[src/rtl/barrett_pkg.sv]
// Shared constants and elaboration-time helpers for the Barrett reducers.
package barrett_pkg;

    localparam logic MODE_RED = 1'b0;  // reduce a 2K-bit operand
    localparam logic MODE_MUL = 1'b1;  // reduce the product of two residues
    localparam int   STAGES   = 4;

    function automatic int barrett_clog2(input int v);
        return $clog2(v);
    endfunction

    function automatic longint barrett_mu(input longint q, input int k);
        return (longint'(1) << (2 * k)) / q;
    endfunction

endpackage

[src/rtl/barrett_csub2.sv]
// Double conditional subtract: folds a value in [0, 3Q) down to [0, Q).
module barrett_csub2
    import barrett_pkg::*;
#(
    parameter int Q = 3259,
    parameter int K = 12
) (
    input  logic [K+1:0] r_in,
    output logic [K-1:0] r_out
);

    localparam int          RW = K + 2;
    localparam logic [RW-1:0] QW = RW'(Q);

    logic [RW-1:0] t1;

    always_comb begin
        t1    = (r_in >= QW) ? r_in - QW : r_in;
        r_out = (t1 >= QW) ? K'(t1 - QW) : t1[K-1:0];
    end

endmodule

[src/rtl/barrett_reduce_pipe.sv]
// Four-stage Barrett reducer: x mod Q or (a*b) mod Q with a global-stall handshake.
module barrett_reduce_pipe
    import barrett_pkg::*;
#(
    parameter  int Q     = 3259,
    parameter  int TAG_W = 4,
    localparam int K     = barrett_clog2(Q)
) (
    input  logic               clk,
    input  logic               rst,
    input  logic               in_valid,
    output logic               in_ready,
    input  logic               in_mode,
    input  logic [2*K-1:0]     din_a,
    input  logic [K-1:0]       din_b,
    input  logic [TAG_W-1:0]   in_tag,
    output logic               out_valid,
    input  logic               out_ready,
    output logic [K-1:0]       dout_r,
    output logic [TAG_W-1:0]   out_tag
);

    localparam int XW = 2 * K;
    localparam int PW = 2 * K + 2;
    localparam int RW = K + 2;
    localparam int MW = K + 1;
    localparam logic [MW-1:0] MU = MW'(barrett_mu(Q, K));

    if (Q < 3 || (Q & (Q - 1)) == 0) begin : g_bad_q
        $error("barrett_reduce_pipe: Q must be >= 3 and not a power of two");
    end

    logic [STAGES:1]    vld_pipe;
    logic               advance;
    logic [XW-1:0]      prod;
    logic [XW-1:0]      x1, x2;
    logic [PW-1:0]      q2;
    logic [RW-1:0]      r3;
    logic [K-1:0]       r4_next;
    logic [TAG_W-1:0]   tag1, tag2, tag3;

    assign out_valid = vld_pipe[STAGES];
    assign advance   = !out_valid || out_ready;
    assign in_ready  = advance;
    assign prod      = XW'(din_a[K-1:0]) * XW'(din_b);

    barrett_csub2 #(.Q(Q), .K(K)) u_csub2 (
        .r_in  (r3),
        .r_out (r4_next)
    );

    always_ff @(posedge clk) begin
        if (rst) begin
            vld_pipe <= '0;
            x1       <= '0;
            x2       <= '0;
            q2       <= '0;
            r3       <= '0;
            tag1     <= '0;
            tag2     <= '0;
            tag3     <= '0;
            dout_r   <= '0;
            out_tag  <= '0;
        end else if (advance) begin
            vld_pipe <= {vld_pipe[STAGES-1:1], in_valid};
            // S1: select operand
            x1       <= (in_mode == MODE_RED) ? din_a : prod;
            tag1     <= in_tag;
            // S2: quotient estimate, full width
            q2       <= PW'(x1 >> (K - 1)) * PW'(MU);
            x2       <= x1;
            tag2     <= tag1;
            // S3: remainder is < 3Q, so K+2 bits of the difference are exact
            r3       <= RW'(x2) - RW'((q2 >> (K + 1)) * PW'(Q));
            tag3     <= tag2;
            // S4: final correction
            dout_r   <= r4_next;
            out_tag  <= tag3;
        end
    end

    a_mul_operands: assert property (@(posedge clk) disable iff (rst)
        (in_valid && in_ready && in_mode == MODE_MUL) |->
            (din_a[K-1:0] < K'(Q) && din_b < K'(Q)));

endmodule

[config.mk]
export PLATFORM = sky130hd
export DESIGN_NAME = barrett_reduce_pipe
export DESIGN_NICKNAME = d
export VERILOG_FILES = /design/src/rtl/barrett_pkg.sv /design/src/rtl/barrett_csub2.sv /design/src/rtl/barrett_reduce_pipe.sv
export SDC_FILE = /design/constraint.sdc
export NUM_CORES = 1
export LEC_CHECK = 0
export BUFFER_PORTS_ARGS = -buffer_cell sky130_fd_sc_hd__buf_2
export CORE_MARGIN = 2
export CORE_UTILIZATION = 23
export DETAILED_ROUTE_END_ITERATION = 8
export REMOVE_ABC_BUFFERS = 1
export SLEW_MARGIN = 20
export SYNTH_ARGS = -nofsm -noshare
export SYNTH_HDL_FRONTEND = slang
export SYNTH_HIERARCHICAL = 1
export SYNTH_SLANG_ARGS = --single-unit
[constraint.sdc]
create_clock -name clk -period 9.7 [get_ports clk]
set_clock_uncertainty 0.1 [all_clocks]
set_input_delay 0 -clock clk [delete_from_list [all_inputs] [get_ports clk]]
set_output_delay 0 -clock clk [all_outputs]
set_load 0.01 [all_outputs]
==> flow_summary.toml, run 1 <==
[min_path]
holdPathStages = 5
min_from = "din_a[14]"
hold_class = "in -> reg"
worstHoldEndpoint = "x1[14]$_SDFFE_PP0P_"

[global_route]
overflow = 0
grt_pass1_wl_mm = 54.09
grt_pass1_vias = 10740
grt_antenna_before_repair = 0
grt_usage = 0.1029
grt_max_degree = 78

[placed_design]
place_area_um2 = 15290
routabilityCongestion = 0.8089
hpwlAfterDp_mm = 25.54
portBuffers = 62

[timing]
period_needed_ns = 5.599
slew_violations = 0
timing.slew.headroom = 0.4299
post-route-period-util = 0.5772
grt_setup_unrepaired = "false"
tightest_slew_ns = 0.8534
clock.fmax_ghz = 0.1786
finalHoldViolCount = 0
setup_viol = 0
tns_ns = 0

[synth]
async_reset_ff_frac = 0
ys.flop_type = "dfxtp_1"
ys_seq_area_frac = 0.1367
synth_cell_type_count = 76
yosys_warnings = 6
avgSynthCellArea_um2 = 8.478
mappedNetlistArea_um2 = 14200
synth_edf_count = 0
ys_ff_latch = 97
post-synth-top-area-fraction = 0.2453
synthCells = 1675
ys_top_cells_by_area = "fa_1, ha_1, dfxtp_1, inv_1, nand2_1"
synth_top_area_cell = "fa_1"

[clock_tree]
cts_hold_buf = 19
clockBufferDepth = 2
cts_tree = "done"
clock-sinks = 97
clk_pin_slew_ns = 0.06
cts-resized-gates = 0
postCtsSetupBuffers = 0
htree_levels = 3
numCtsBuffers = 9
insertion_delay_ns = 0.37
root_buffer = "clkbuf_16"

[drt]
detail-route-antenna-nets = 0
num_vias = 10640
drc = 0
viasPerCell = 4.253
dr.pass1.iters = 5
routedWlPerCell_um = 12.46
drt_iter0_markers = 522
wirelength_mm = 31.15

[worst_setup_path]
path_class = "in -> reg"
worst_setup_path_end_kind = "flip-flop"
cp_top_family = "adder cells"
cp.depth = 19
worst_r2r_endpoint = "r3[13]$_SDFFE_PP0P_"
required_ns = 9.89
worst-r2r-cell-count = 18
cpPeakStageDelay_ns = 0.54
critPathSlowestCell = "fa_1"
cp_max_fo = 12
path_cells = "dlygate4sd3_1, buf_2, nand2_1, fa_1, fa_1, inv_1, fa_1, fa_1, inv_1, fa_1, inv_1, ha_1, and4_1, a211oi_1, a21oi_1, nand4b_1, a31oi_1, mux2_2, a41oi_1"
cp-start-kind = "input pin"
crit_top_cell = "fa_1"
r2r_start = "q2[18]$_SDFFE_PP0P_"
arrival_ns = 5.78
worst-path-buf-inv = 5
ff2ff_setup_slack_ns = 4.81

[floorplan]
initial_core_util = 0.2314
pin_count = 63
std_cell_rows = 91
dieArea_um2 = 63750
die_h_um = 252.5
die_w_um = 252.5
core_area_um2 = 61370

[run_status]
status = "completed"

[finish]
design_area_um2 = 15780
n_antenna_cell = 0
final_layout_size_suffix_gt1_frac = 0.06487
nNetsFinal = 2146
syn_to_final_growth_pct = 11.11

[run]
maxCapViolations = 0
## worst max path at each step
stage | from | end | slack, ns
after floorplan | vld_pipe[4]$_SDFFE_PP0P_ | q2[24]$_SDFFE_PP0P_ | 2.69
after global routing | din_a[0] | x1[22]$_SDFFE_PP0P_ | 3.77
final | din_a[0] | x1[22]$_SDFFE_PP0P_ | 4.10
after global placement | din_a[3] | x1[22]$_SDFFE_PP0P_ | 4.27
after CTS | din_a[0] | x1[22]$_SDFFE_PP0P_ | 4.10
after detailed placement | din_a[3] | x1[22]$_SDFFE_PP0P_ | 4.27
## area by class of cell
class	count	area, um^2
clock buffers	10	229.0
well taps	790	988.4
multi-input cells	1190	10810
fillers	6626	45590
flip-flops and latches	97	1942
repair buffers	84	525.5
clock inverters	6	67.56
inverters	324	1219
## registers in the layout (all words and copies together), names as in the netlist
| signal | cells |
|---|---|
| x1 | 24 |
| r3 | 14 |
| x2 | 14 |
| q2 | 13 |
| dout_r | 12 |
| out_tag | 4 |
| tag1 | 4 |
| tag2 | 4 |
| tag3 | 4 |
| vld_pipe | 4 |
## Yosys cell counts (3+ instances only)
library cell,count
a31oi_1,9
nor3_1,19
a21oi_1,105
o31ai_1,5
nand3_1,12
xor2_1,12
and2_1,57
a211oi_1,21
a211oi_2,3
o21a_1,10
o21ai_1,3
buf_1,3
o21ai_0,31
and3_1,3
nand4_1,5
xnor2_1,49
nor2_1,69
or2_2,3
or3_1,7
nor2b_1,5
fa_1,174
ha_1,221
clkbuf_1,59
a21oi_2,3
dfxtp_1,97
mux2i_1,17
nand2_1,243
nand3b_1,4
nand2b_1,12
a21boi_1,3
o211ai_1,10
o22ai_1,5
a221oi_1,7
inv_1,324
a21o_1,12
## routing by layer
| metal | global-route usage | vias to the layer above | routed length (um) |
|---|---|---|---|
| met1 | 0.1483 | 5051 | 16320 |
| li1 | - | 5413 | - |
| met3 | 0.01349 | 17 | 1018 |
| met5 | 0 | - | 0 |
| met2 | 0.1662 | 155 | 13590 |
| met4 | 0.01572 | 0 | 225 |
## through the flow
step	worst slack (ns)	hold slack (ns)	util	instances
2_1_floorplan	2.692	-0.03093	-	1611
3_3_place_gp	4.270	0.1453	0.2492	2466
3_5_place_dp	4.267	0.1525	0.2492	2466
4_1_cts	4.103	0.008426	0.2571	2501
5_1_grt	3.766	0.05175	0.2571	2501
6_report	4.101	0.03649	0.2571	2501
## tightest hold or removal path: stages
cell and delay (ns):
buf_2 0.13, inv_1 0.06, o21ai_0 0.07, a31oi_1 0.14
nor3_1 0.06
## placed cells by master (no fill, tap or decap), drive strengths merged, types with 3 or more instances in the layout
cell / instances
buf: 65
nand3: 12
or4: 3
nor2: 69
clkbuf: 10
xor2: 12
inv: 325
mux2i: 17
nor3b: 4
nor2b: 5
or2: 5
nand2b: 12
and2: 57
dlygate4sd3: 19
nand4: 5
o211ai: 11
a21boi: 3
dfxtp: 97
or3: 7
a21oi: 108
nand3b: 4
o21ai: 35
o21a: 11
fa: 174
a221oi: 8
ha: 221
a31oi: 10
nor4: 3
o22ai: 5
o31ai: 7
nor3: 20
nand2: 243
a21o: 12
xnor2: 49
a211oi: 24
and3: 3
## cells by family (layout without fill, tap and decap cells)
| family | after synthesis | count (layout) | share of synthesized area |
|---|---|---|---|
| multiplexers | 18 | 18 | 0.01278 |
| adder cells (fa/ha/maj) | 395 | 395 | 0.4400 |
| flip-flops | 97 | 97 | 0.1367 |
| AND/OR/NAND/NOR | 460 | 460 | 0.1500 |
| XOR/XNOR | 61 | 61 | 0.03762 |
| AO/OA/AOI/OAI | 256 | 256 | 0.1202 |
| buffers and inverters | 388 | 424 | 0.1027 |
Power of run 1 is left out: the tool's default activity adds up to more than one toggle a clock period on the data nets, which glitch-free logic cannot reach.
==> inputs of run 2 (changes only) <==
--- a/config.mk
+++ b/config.mk
@@ -5,6 +5,7 @@
 export SDC_FILE = /design/constraint.sdc
 export NUM_CORES = 1
 export LEC_CHECK = 0
+export ABC_AREA = 1
 export BUFFER_PORTS_ARGS = -buffer_cell sky130_fd_sc_hd__buf_2
 export CORE_MARGIN = 2
 export CORE_UTILIZATION = 23
==> constraint.sdc (replaced) <==
create_clock -name clk -period 5 [get_ports clk]
set_clock_uncertainty 0.1 [all_clocks]
set_input_delay 0 -clock clk [delete_from_list [all_inputs] [get_ports clk]]
set_output_delay 0 -clock clk [all_outputs]
set_load 0.01 [all_outputs]
==> flow_summary.toml, run 2 <==
[timing]
period_needed_ns = 4.734
clock.fmax_ghz = 0.2112
setup_viol = 0
timing.slew.headroom = 0.3697
finalHoldViolCount = 0
tightest_slew_ns = 0.9454
post-route-period-util = 0.9468
setup_slack_ns = 0.2658
tns_ns = 0
grt_setup_unrepaired = "false"
slew_violations = 0

[drt]
wirelength_mm = 37.29
detail-route-antenna-nets = 0
num_vias = 13000
drc = 0
routedWlPerCell_um = 11.98
dr.pass1.iters = 6
drt_iter0_markers = 827
viasPerCell = 4.176

[placed_design]
portBuffers = 62
hpwlAfterDp_mm = 30.42
routabilityCongestion = 0.8658
dp_slack_ns = 0.3514

[synth]
synth_top_area_cell = "fa_1"
avgSynthCellArea_um2 = 7.065
post-synth-top-area-fraction = 0.2258
ys.flop_type = "dfxtp_1"
synth_edf_count = 0
async_reset_ff_frac = 0
ys_top_cells_by_count = "inv_1, nand2_1, ha_1, fa_1, nor2_1"
yosysMostFrequentCell = "inv_1"
ys_ff_latch = 97
synthCells = 2184
mappedNetlistArea_um2 = 15430
ys_top_cells_by_area = "fa_1, ha_1, inv_1, dfxtp_1, nand2_1"
ys_seq_area_frac = 0.1259
synth_cell_type_count = 45
yosys_warnings = 6

[finish]
final_util = 0.2628
nNetsFinal = 2684
fillCellCount = 7371
register_area_um2 = 1942
syn_to_final_growth_pct = 12.59
final_layout_size_suffix_gt1_frac = 0.05780
final_cell_mix = "inv_1, nand2_1, ha_1"
largest_reg_flops = 24
final_common_cell = "inv_1"
n_antenna_cell = 0
multi_input_area_um2 = 11290
top_register = "x1"
largestRegisters = "x1: 24 flops, r3: 14 flops, x2: 14 flops"

[global_route]
grt_pass1_vias = 13050
grt_antenna_before_repair = 0
grt_max_degree = 80
grt_usage = 0.1110
overflow = 0
grt_pass1_wl_mm = 64.10

[worst_setup_path]
ff2ff_setup_slack_ns = 0.51
path_class = "in -> reg"
cp-start-kind = "input pin"
worst_setup_path_end_kind = "flip-flop"
required_ns = 5.21
cp_max_fo = 13
arrival_ns = 4.95

[run]
maxCapViolations = 0

[floorplan]
initial_core_util = 0.2334
die_w_um = 263.0
die_h_um = 263.0
dieArea_um2 = 69170
pin_count = 63
core_area_um2 = 66100
std_cell_rows = 94

[clock_tree]
clockBufferDepth = 2
htree_levels = 3
clock-sinks = 97
clk_pin_slew_ns = 0.07
insertion_delay_ns = 0.37
cts_tree = "done"
root_buffer = "clkbuf_16"
numCtsBuffers = 9
postCtsSetupBuffers = 0

[min_path]
hold_class = "in -> reg"

[run_status]
status = "completed"
## run 2: cell count changes in the layout (fill, tap and decap cells not counted), sizes merged, moves of 14 or more
cell | previous run | this run
inv | 325 | 522
and2 | 57 | 1
a21oi | 108 | 86
o21bai | 2 | 16
xnor2 | 49 | 7
o21ai | 35 | 134
a211oi | 24 | 0
nor2 | 69 | 177
nand3 | 12 | 104
mux2i | 17 | 0
nand2 | 243 | 502
## run 2: final timing paths
path                            start                        to  cells after the start
min reg2reg  vld_pipe[3]$_SDFFE_PP0P_  vld_pipe[4]$_SDFFE_PP0P_                      2
min                         din_a[11]       x1[11]$_SDFFE_PP0P_                      4
max reg2reg       q2[21]$_SDFFE_PP0P_       r3[13]$_SDFFE_PP0P_                     20
max                          din_a[3]       x1[17]$_SDFFE_PP0P_                     20
## run 2: through the flow
| step | instance area [um^2] | instances | hold slack (ns) |
|---|---|---|---|
| after detailed placement | 16710 | 3066 | 0.08854 |
| after floorplan | 15170 | 2122 | -0.03093 |
| after global placement | 16710 | 3066 | 0.08913 |
| final | 17370 | 3113 | 0.07044 |
| after global routing | 17370 | 3113 | 0.07523 |
| after CTS | 17340 | 3113 | 0.04849 |
## run 2: cell families (layout without fill, tap and decap cells)
family                     count (synthesis)  in the layout  share of synthesized area
DFF                                       97             97                     0.1259
and+or+nand+nor                          825            825                     0.2194
xor gates and xnor gates                  22             22                    0.01249
adders and majority gates                395            395                     0.4050
AOI/OAI and AO/OA                        262            262                    0.09398
buffers and inverters                    583            648                     0.1433
## run 2: what timing repair did
item                       in CTS  in global routing
hold buffers                   31                  0
gates resized for setup         0                 13
hold endpoints to repair       23                  0
setup endpoints to repair       0                  5
## run 2: final cells by class
class,count,share of cell area
Clock buffer,9,0.01296
Clock inverter,7,0.005330
Timing Repair Buffer,111,0.04480
Multi-Input combinational cell,1504,0.6502
Tap cell,864,0.06223
Inverter,521,0.1127
Sequential cell,97,0.1118
## run 2: critical path: stages
cell and delay [ns]:
buf_2 0.25, nand2_1 0.08, inv_1 0.07, fa_1 0.45, fa_1 0.54, fa_1 0.52, fa_1 0.54, inv_1 0.05
fa_1 0.52, inv_1 0.04, ha_1 0.35, a21oi_1 0.24, o21a_1 0.19, nor2_1 0.06, nor2_1 0.13, nand2_1 0.07
nand2_1 0.05, nand3_1 0.07, a21oi_1 0.15, dlygate4sd3_1 0.57
## run 2: metal layers
layer | wire [um] | part of all wire | GRT usage | vias to the layer above
met5 | 0 | 0 | 0 | -
met4 | 480 | 0.013 | 0.02208 | 0
met3 | 1084 | 0.029 | 0.01412 | 31
met2 | 17490 | 0.47 | 0.1945 | 194
met1 | 18230 | 0.49 | 0.1460 | 6008
li1 | - | - | - | 6768
Power of run 2 is left out for the same reason.
